### src/rtl/qlearn_pkg.sv
// Shared definitions for the Q-learning episode controller: action codes,
// FSM state encoding and the {x,y} state-field split.
package qlearn_pkg;

    localparam logic [1:0] ACT_LEFT  = 2'b00;  // y-1
    localparam logic [1:0] ACT_UP    = 2'b01;  // x-1
    localparam logic [1:0] ACT_RIGHT = 2'b10;  // y+1
    localparam logic [1:0] ACT_DOWN  = 2'b11;  // x+1

    typedef enum logic [1:0] {
        ST_IDLE  = 2'd0,
        ST_RUN   = 2'd1,
        ST_DRAIN = 2'd2,
        ST_DONE  = 2'd3
    } fsm_state_t;

    // A state is {x,y}; each coordinate takes half of the state width.
    function automatic int unsigned field_w(input int unsigned state_w);
        return state_w / 2;
    endfunction

endpackage

### src/rtl/qlearn_hazard_sb.sv
// Shift-register scoreboard of in-flight Q write-backs; flags read-after-write
// hazards against the current and next state and reports when it drains.
module qlearn_hazard_sb
    import qlearn_pkg::*;
#(
    parameter int unsigned STATE_W = 6,
    parameter int unsigned DEPTH   = 4
) (
    input  logic               clk,
    input  logic               rst,
    input  logic               push,
    input  logic [STATE_W-1:0] push_state,
    input  logic [STATE_W-1:0] s,
    input  logic [STATE_W-1:0] ns,
    output logic               hazard,
    output logic               empty
);

    logic [DEPTH-1:0]   vld;
    logic [STATE_W-1:0] st [DEPTH];

    always_ff @(posedge clk) begin
        if (rst) begin
            vld <= '0;
            for (int unsigned i = 0; i < DEPTH; i++) begin
                st[i] <= '0;
            end
        end else begin
            vld[0] <= push;
            st[0]  <= push_state;
            for (int unsigned i = 1; i < DEPTH; i++) begin
                vld[i] <= vld[i-1];
                st[i]  <= st[i-1];
            end
        end
    end

    always_comb begin
        hazard = 1'b0;
        for (int unsigned i = 0; i < DEPTH; i++) begin
            if (vld[i] && ((st[i] == s) || (st[i] == ns))) begin
                hazard = 1'b1;
            end
        end
    end

    // The last slot retires at this edge, so only the earlier slots can keep
    // the pipeline occupied into the next cycle.
    always_comb begin
        empty = 1'b1;
        for (int unsigned i = 0; i + 1 < DEPTH; i++) begin
            if (vld[i]) begin
                empty = 1'b0;
            end
        end
    end

endmodule

### src/rtl/qlearn_episode_ctrl.sv
// Episode sequencer for the 4-stage Q-learning update pipeline: random-action
// stepping on a clamped grid, hazard-stalled issue, episode drain and counting.
module qlearn_episode_ctrl
    import qlearn_pkg::*;
#(
    parameter int unsigned STATE_W     = 6,
    parameter int unsigned ACT_W       = 2,
    parameter int unsigned PIPE_DEPTH  = 4,
    parameter int unsigned START_STATE = 0,
    parameter int unsigned MAX_STEPS   = 255,
    parameter int unsigned NUM_EPIS    = 16,
    parameter int unsigned CNT_W       = 8
) (
    input  logic               clk,
    input  logic               rst,
    input  logic               start,
    input  logic [STATE_W-1:0] goal_state,
    input  logic [ACT_W-1:0]   act_rand,
    input  logic               issue_ready,
    output logic               issue_valid,
    output logic [STATE_W-1:0] issue_s,
    output logic [ACT_W-1:0]   issue_a,
    output logic [STATE_W-1:0] issue_ns,
    output logic [CNT_W-1:0]   step_cnt,
    output logic [CNT_W-1:0]   epi_cnt,
    output logic               busy,
    output logic               done
);

    localparam int unsigned        HALF      = field_w(STATE_W);
    localparam logic [STATE_W-1:0] START_S   = STATE_W'(START_STATE);
    localparam logic [CNT_W-1:0]   LAST_STEP = CNT_W'(MAX_STEPS - 1);
    localparam logic [CNT_W-1:0]   LAST_EPI  = CNT_W'(NUM_EPIS - 1);
    localparam logic [CNT_W-1:0]   CNT_ONE   = CNT_W'(1);
    localparam logic [HALF-1:0]    XY_ONE    = HALF'(1);

    fsm_state_t state, state_next;

    logic [STATE_W-1:0] s, goal, ns_calc;
    logic [ACT_W-1:0]   act_hold, act_eff;
    logic               act_held;
    logic [HALF-1:0]    cur_x, cur_y, nxt_x, nxt_y;
    logic [CNT_W-1:0]   step_q, epi_q;
    logic               hazard, sb_empty, in_run;
    logic               valid_int, do_issue, run_begin, epi_inc, epi_restart;

    assign in_run  = (state == ST_RUN);
    assign act_eff = act_held ? act_hold : act_rand;

    assign {cur_x, cur_y} = s;

    always_comb begin
        nxt_x = cur_x;
        nxt_y = cur_y;
        case (act_eff)
            ACT_LEFT:  nxt_y = (cur_y == '0) ? cur_y : cur_y - XY_ONE;
            ACT_UP:    nxt_x = (cur_x == '0) ? cur_x : cur_x - XY_ONE;
            ACT_RIGHT: nxt_y = (cur_y == '1) ? cur_y : cur_y + XY_ONE;
            ACT_DOWN:  nxt_x = (cur_x == '1) ? cur_x : cur_x + XY_ONE;
            default:   ;
        endcase
    end

    assign ns_calc = {nxt_x, nxt_y};

    qlearn_hazard_sb #(
        .STATE_W (STATE_W),
        .DEPTH   (PIPE_DEPTH)
    ) u_sb (
        .clk        (clk),
        .rst        (rst),
        .push       (do_issue),
        .push_state (s),
        .s          (s),
        .ns         (ns_calc),
        .hazard     (hazard),
        .empty      (sb_empty)
    );

    always_ff @(posedge clk) begin
        if (rst) begin
            state <= ST_IDLE;
        end else begin
            state <= state_next;
        end
    end

    always_comb begin
        state_next  = state;
        valid_int   = 1'b0;
        do_issue    = 1'b0;
        run_begin   = 1'b0;
        epi_inc     = 1'b0;
        epi_restart = 1'b0;
        case (state)
            ST_IDLE, ST_DONE: begin
                if (start) begin
                    state_next = ST_RUN;
                    run_begin  = 1'b1;
                end
            end
            ST_RUN: begin
                valid_int = !hazard;
                if (valid_int && issue_ready) begin
                    do_issue = 1'b1;
                    if ((ns_calc == goal) || (step_q == LAST_STEP)) begin
                        state_next = ST_DRAIN;
                    end
                end
            end
            ST_DRAIN: begin
                if (sb_empty) begin
                    epi_inc = 1'b1;
                    if (epi_q == LAST_EPI) begin
                        state_next = ST_DONE;
                    end else begin
                        state_next  = ST_RUN;
                        epi_restart = 1'b1;
                    end
                end
            end
            default: state_next = ST_IDLE;
        endcase
    end

    always_ff @(posedge clk) begin
        if (rst) begin
            s        <= '0;
            goal     <= '0;
            step_q   <= '0;
            epi_q    <= '0;
            act_hold <= '0;
            act_held <= 1'b0;
        end else begin
            if (run_begin) begin
                s        <= START_S;
                goal     <= goal_state;
                step_q   <= '0;
                epi_q    <= '0;
                act_held <= 1'b0;
            end
            // Freeze the action once presented so a stalled step stays stable.
            if (do_issue) begin
                s        <= ns_calc;
                act_held <= 1'b0;
                if (step_q != '1) begin
                    step_q <= step_q + CNT_ONE;
                end
            end else if (valid_int && !act_held) begin
                act_hold <= act_rand;
                act_held <= 1'b1;
            end
            if (epi_inc && (epi_q != '1)) begin
                epi_q <= epi_q + CNT_ONE;
            end
            if (epi_restart) begin
                s      <= START_S;
                step_q <= '0;
            end
        end
    end

    assign issue_valid = valid_int;
    assign issue_s     = in_run ? s : '0;
    assign issue_a     = in_run ? act_eff : '0;
    assign issue_ns    = in_run ? ns_calc : '0;
    assign step_cnt    = step_q;
    assign epi_cnt     = epi_q;
    assign busy        = (state == ST_RUN) || (state == ST_DRAIN);
    assign done        = (state == ST_DONE);

endmodule

### config.mk
export PLATFORM = sky130hd
export DESIGN_NAME = qlearn_episode_ctrl
export DESIGN_NICKNAME = d
export VERILOG_FILES = /design/src/rtl/qlearn_pkg.sv /design/src/rtl/qlearn_hazard_sb.sv /design/src/rtl/qlearn_episode_ctrl.sv
export SDC_FILE = /design/constraint.sdc
export NUM_CORES = 1
export LEC_CHECK = 0
export ABC_AREA = 0
export BUFFER_PORTS_ARGS = -buffer_cell sky130_fd_sc_hd__buf_4
export CAP_MARGIN = 25
export CELL_PAD_IN_SITES_DETAIL_PLACEMENT = 1
export CELL_PAD_IN_SITES_GLOBAL_PLACEMENT = 2
export CORE_AREA = 2 2 115 117
export CTS_BUF_LIST = sky130_fd_sc_hd__clkbuf_8 sky130_fd_sc_hd__clkbuf_16
export DETAILED_ROUTE_END_ITERATION = 6
export DIE_AREA = 0 0 117 119
export GPL_TIMING_DRIVEN = 0
export HOLD_SLACK_MARGIN = 0.02
export PLACE_DENSITY = 0.81
export SLEW_MARGIN = 0
export SYNTH_ARGS = -nofsm -noshare
export SYNTH_HDL_FRONTEND = slang
export SYNTH_SLANG_ARGS = --single-unit
### constraint.sdc
create_clock -name clk -period 3.4 [get_ports clk]
set_input_delay 0.68 -clock clk [delete_from_list [all_inputs] [get_ports clk]]
set_output_delay 0.68 -clock clk [all_outputs]
set_load 0.02 [all_outputs]
-- Word level (Yosys, flattened, before mapping)
Memory sizes are Yosys's and may differ from the RTL's.
Cells that the tools add are included.
- add/sub/neg operators: 6
- eq/ne operators: 25
- multiplexer cells: 49
- bitwise logic cells: 5
- reduce and logical (&&, ||, !) cells: 27
- operators with widths (operator ; number):
    $eq 6x6->1 ; 9
    $mux 6 ; 8
    $mux 8 ; 5
    $mux 1 ; 22
    $add 8x1->8 const B ; 2
    $ne 8x8->1 const B ; 2
    $mux 2 ; 7
    $mux 3 ; 4
    $pmux 3 s2 ; 2
    $eq 2x2->1 const B ; 4
    $eq 8x4->1 const B ; 1
    $eq 8x8->1 const B ; 1
    $logic_and 1x1->1 ; 7
    $add 3x1->3 const B ; 2
    $eq 3x3->1 const B ; 2
    $logic_not 3->1 ; 2
    $logic_or 1x1->1 ; 6
    $pmux 2 s3 ; 1
    $reduce_bool 2->1 ; 3
    $reduce_or 2->1 ; 3
    $sub 3x1->3 const B ; 2
    $eq 2x1->1 const B ; 2
    $logic_not 2->1 ; 2
    $ne 2x1->1 const B ; 2
    other kinds (6) ; 11
- bits in registers: 37
- bits in writable memories: 24
- output and inout bits: 33
- logic and storage cells: 121
- memories kept: 1
- memories (memory ; depth ; bits a word ; read ports ; clocked after Yosys merged registers in ; write ports ; RTL line ; source):
    u_sb.st ; 4 ; 6 ; 4 ; 0 ; 4 ; qlearn_hazard_sb.sv:20 ; logic [STATE_W-1:0] st [DEPTH];

-- Logic depth before layout (Yosys ltp)
- depth after elaboration: 16
- mapped depth: 16

-- Hierarchy
A second synthesis with hierarchy kept.
- cells, all modules: 411
- area total of the unflattened synthesis: 3540.9 µm²
- by module, submodules not included (module ; instances ; cells each ; area each (µm²)):
    qlearn_episode_ctrl ; 1 ; 279 ; 2210.9
    qlearn_hazard_sb ; 1 ; 132 ; 1330.0

-- Worst setup path before layout
Ideal clock, no wire load.
- kind: register to output
- from: register s[3]
- to: output issue_valid
- arrival: 2.937 ns
- data required time: 2.720 ns
- path slack: -0.217 ns
- cell stages (with the launch flop): 16
- path through: dfxtp_1 > clkbuf_1 > inv_1 > ha_1 > inv_1 > o21ai_2 > a21o_1 > buf_6 > a21o_1 > buf_2 > xor2_1 > or4_4 > o211ai_2 > buf_6 > buf_6 > nor2_1
- cells in the longest elaborated chain, start to end: 12
- elaborated cells between the ends (all ways): 29
- ends and longest elaborated chain (what ; RTL line ; source):
    start: declaration ; qlearn_episode_ctrl.sv:39 ; logic [STATE_W-1:0] s, goal, ns_calc;
    start signal: assignment ; qlearn_episode_ctrl.sv:144 ; s <= ns_calc;
    $add 3x1->3, or another cell as far along ; qlearn_episode_ctrl.sv:59 ; ACT_DOWN: nxt_x = (cur_x == '1) ? cur_x : cur_x + XY_ONE;
    $mux 3, on equally long branches ; qlearn_episode_ctrl.sv:59, qlearn_episode_ctrl.sv:57 ;
    $pmux 3 s2 ; qlearn_episode_ctrl.sv:55 ; case (act_eff)
    $eq 6x6->1 ; qlearn_hazard_sb.sv:41 ; if (vld[i] && ((st[i] == s) || (st[i] == ns))) begin
    $logic_or 1x1->1 ; qlearn_hazard_sb.sv:41 ;
    $logic_and 1x1->1 ; qlearn_hazard_sb.sv:41 ;
    $mux 1 (3 in a row) ; qlearn_hazard_sb.sv:41 ;
    $mux 1 (*) ; qlearn_hazard_sb.sv:41 ;
    $logic_not 1->1 (*) ; qlearn_episode_ctrl.sv:103 ; valid_int = !hazard;
    $mux 1 (*) ; qlearn_episode_ctrl.sv:95 ; case (state)
    end: declaration ; qlearn_episode_ctrl.sv:20 ; output logic issue_valid,
Every way passes the cells marked *; elsewhere a longest branch is shown, timed or not.

-- Worst setup path in the final report
- from: register act_held
- to: output issue_valid
- cells in the longest elaborated chain, start to end: 12
- elaborated cells between the ends (all ways): 25
- ends and longest elaborated chain (what ; RTL line ; source):
    start: declaration ; qlearn_episode_ctrl.sv:41 ; logic act_held;
    start signal: assignment ; qlearn_episode_ctrl.sv:133 ; act_held <= 1'b0;
    start signal: assignment ; qlearn_episode_ctrl.sv:140 ; act_held <= 1'b0;
    start signal: assignment ; qlearn_episode_ctrl.sv:145 ; act_held <= 1'b0;
    $mux 2 (*) ; qlearn_episode_ctrl.sv:48 ; assign act_eff = act_held ? act_hold : act_rand;
    $eq 2x2->1, or another cell as far along ; qlearn_episode_ctrl.sv:55 ;
    $pmux 3 s2 ; qlearn_episode_ctrl.sv:55 ;
    $eq 6x6->1 ; qlearn_hazard_sb.sv:41 ;
    $logic_or 1x1->1 ; qlearn_hazard_sb.sv:41 ;
    $logic_and 1x1->1 ; qlearn_hazard_sb.sv:41 ;
    $mux 1 (3 in a row) ; qlearn_hazard_sb.sv:41 ;
    $mux 1 (*) ; qlearn_hazard_sb.sv:41 ;
    $logic_not 1->1 (*) ; qlearn_episode_ctrl.sv:103 ;
    $mux 1 (*) ; qlearn_episode_ctrl.sv:95 ;
Marked as above.

==> key figures <==
Layout
  – Area grow syn2layout: 32.2%
  – Post-Layout Cell Count: about 750
  – ANT cells: 0
  – Share of layout cells above drive strength 1: ~25%
  – Nets: ~600

Worst setup path
  – Worst path cell trace: buf_6 > mux2i_4 > buf_6 > o21ai_4 > a21o_1 > buf_8 > a21o_1 > buf_6 > xor2_1 > or4_4 > o211ai_4 > buf_6 > nor2_4 > buf_6
  – Critical Path Slowest Stage Cell: or4_4
  – CP max stage delay: 0.56 ns
  – Crit path max fanout: 5
  – Worst setup EP type: output port
  – CP required: around 2.7 ns
  – CP Launch Type: flop
  – Most used cell, CP: buf_6
  – CP top delay family: buffers and inverters
  – Crit path DAT: around 3.0 ns
  – CP Class: reg -> out
  – Worst Path Buf+Inv: 6

Timing
  – Tcrit/Tclk final: 109%
  – Final WS setup: -0.317 ns
  – Measured slew at the worst slew-check pin: between 0.7 and 0.8 ns
  – Final hold violations: 0
  – RSZ-0062 raised after global routing: yes
  – Final setup TNS: -0.317 ns
  – Slew Limit Fails: 0
  – Fmax: approximately 270 MHz
  – Final setup viols: 1
  – Hold slack: roughly 0.47 ns
  – Clock Skews: around 0.010 ns
  – Tmin final: approximately 3.7 ns
  – Max-slew headroom: 52.8%

Logic synthesis
  – Ys flop type: dfxtp_1
  – Syn Area/Cell: 8.12 um^2
  – Synth Instances: just under 500
  – Syn_nets: around 520
  – Post-synth EDFFs: 0
  – Yosys warning count: 0
  – Yosys reg bits: a little over 60
  – Post-synth ARST share: 0%
  – Sequential fraction of the synthesis area: a little under a third
  – Netlist cell types: 66
  – Synth Cell Area: about 0.0040 mm^2

Floorplanning
  – Die footprint: ~0.014 mm^2
  – Core ar.: approximately 0.013 mm^2
  – Die Span Y: 119 um
  – Rows: 42
  – IO Count: between 40 and 50
  – Initial Util: 31.0%
  – Die W: ~120 um

Placement
  – Gpl congestion: 0.874
  – Placed wire-length estimate: 9.93 mm
  – IO buf count: between 40 and 50
  – Inst Count DP: just over 700

Status
  – Status: finished, violations left
  – Violated checks: setup timing

Route
  – Vias/cell: 5.32
  – Post-Route WL: 14.3 mm
  – Antenna-violating nets left: 0
  – DRC viols: 0
  – TritonRoute pass-1 iters: 4
  – Drt initial violations: about 170
  – Wirelength per Cell: 19.1 um
  – Vias post-DR: 3,998

GRT
  – Vias in the first global route: 4,197
  – Antenna violations before repair: 0
  – GRT Resource Usage Total: a little over a fifth
  – Largest net degree at the start of global routing: 11
  – Global-route wire length before repair: around 23 mm
  – Global route overflow: 0

Power
  – Pleak: roughly 0.0021 uW
  – Peak supply drop: around 0.33 mV
  – Pwr Density: 516 mW/mm^2

CTS
  – Max Root-Sink Buffers: 2
  – CTS tree: built
  – Clk root buf: clkbuf_16
  – Worst-path clk slew: ~0.05 ns
  – Worst-Skew Late Latency: between 0.3 and 0.4 ns
  – Clk sink count: between 60 and 70
  – Max H-tree Level: 3
  – CTS Buf Count: 9

Min path
  – Tightest Hold Check Type: reg -> reg

Flow run
  – MaxCap Viol Count: 0
-- metal layers --
metal  track usage [%]  vias up  routed length [um]
li1                  -     1924                   -
met1              27.5     1950                6440
met2              34.1       98                6900
met3              4.99       26                 698
met4              8.38        0                 311
met5                 0        -                   0
-- state kept, by name, summed over array words and instances (netlist names) --
register and flops:
act_held 1, act_hold 2, epi_cnt 8, goal 6, s 6, state 2, step_cnt 8, u_sb.st 24
u_sb.vld 4
-- layout by cell type (no fill, tap or decap), types with 5 or more instances in the layout --
master,n
nand2_1,43
nor2b_1,25
nor3_1,8
inv_1,12
nor2_1,29
a31oi_1,7
a21oi_1,27
nor4_1,7
clkbuf_16,9
and2_1,13
xor2_1,20
o21ai_0,11
and3_1,6
buf_4,71
clkbuf_1,10
buf_6,7
nand2b_1,14
ha_1,8
o211ai_1,8
nand3_1,21
clkbuf_8,6
nand4_1,19
dfxtp_1,59
xnor2_1,27
or3_1,5
-- cell type report --
type	count	area, um^2
plain buffers	29	206
clock inverters	3	13.8
flip-flops and latches	61	1220
clock buffers	11	253
fillers	1567	7610
inverters	17	67.6
repair buffers	73	572
multi-input cells	382	2710
well taps	176	220
-- synth_stat cells, types with 4 or more instances --
master,n,area share (%)
a21oi_1,27,3.4
a31oi_1,8,1.3
and2_1,13,2.0
and3_1,6,0.94
buf_2,4,0.50
buf_6,4,1.1
clkbuf_1,18,1.7
dfxtp_1,61,31
ha_1,13,4.1
inv_1,16,1.5
mux2i_1,5,1.3
nand2_1,45,4.2
nand2b_1,14,2.2
nand3_1,23,2.9
nand4_1,19,3.0
nor2_1,30,2.8
nor2b_1,25,3.9
nor3_1,8,1.0
nor4_1,8,1.3
o2111ai_1,4,0.88
o211ai_1,8,1.5
o21ai_0,12,1.5
o22ai_1,4,0.63
or2_2,4,0.63
or3_1,5,0.78
xnor2_1,27,5.9
xor2_1,20,4.4
-- through the flow --
step / utilization (%) / setup slack [ns] / area (um^2) / total power, uW
detailed placement: 35.4 / -0.935 / 4560 / 1700
floorplan: - / 0.0122 / 4010 / 1430
global placement: 35.4 / -0.899 / 4560 / 1680
CTS: 39.9 / -0.376 / 5130 / 2660
finish: 40.9 / -0.317 / 5270 / 2720
global route: 40.9 / -0.417 / 5270 / 2860
-- timing repair --
action                     in CTS  in global routing
pin swaps                      12                  9
gates resized for setup        40                 17
setup endpoints to repair      24                 21
setup buffers                  22                  7
hold buffers                    0                  0
-- kinds of logic (layout without fill, tap and decap cells) --
kind of cell	after synthesis	in the layout	synth area share, %
flops	61	61	30.6
buf+inv	48	133	5.59
xor+xnor	47	47	10.3
simple gates	211	211	28.2
fa+ha+maj	13	13	4.08
mux	10	10	2.82
compound gates	101	101	18.4
-- worst register-to-register path, stage by stage, from the launching register on --
cell	delay, ns
dfxtp_2	0.32
buf_6	0.14
mux2i_4	0.30
buf_6	0.14
o21ai_4	0.06
a21o_1	0.18
buf_8	0.13
a21o_1	0.18
buf_6	0.13
xor2_1	0.14
or4_4	0.56
o211ai_4	0.12
buf_6	0.15
buf_4	0.18
buf_6	0.17
o31a_1	0.21
a31o_1	0.16
-- power by group --
group	internal [uW]	switching (uW)	total (uW)
Combinational	451	641	1090
Clock	518	314	832
Sequential	755	39.5	794
Total	1720	995	2720
-- worst paths after layout --
check / start / slack (ns) / depth (start not counted) / to
max: act_held / -0.32 / 14 / issue_valid
min: goal[4] / 0.47 / 2 / goal[4]
max reg2reg: act_held / 0.08 / 16 / step_cnt[6]
min reg2reg: goal[4] / 0.47 / 2 / goal[4]
No activity file was read; power rests on OpenSTA's default activity.
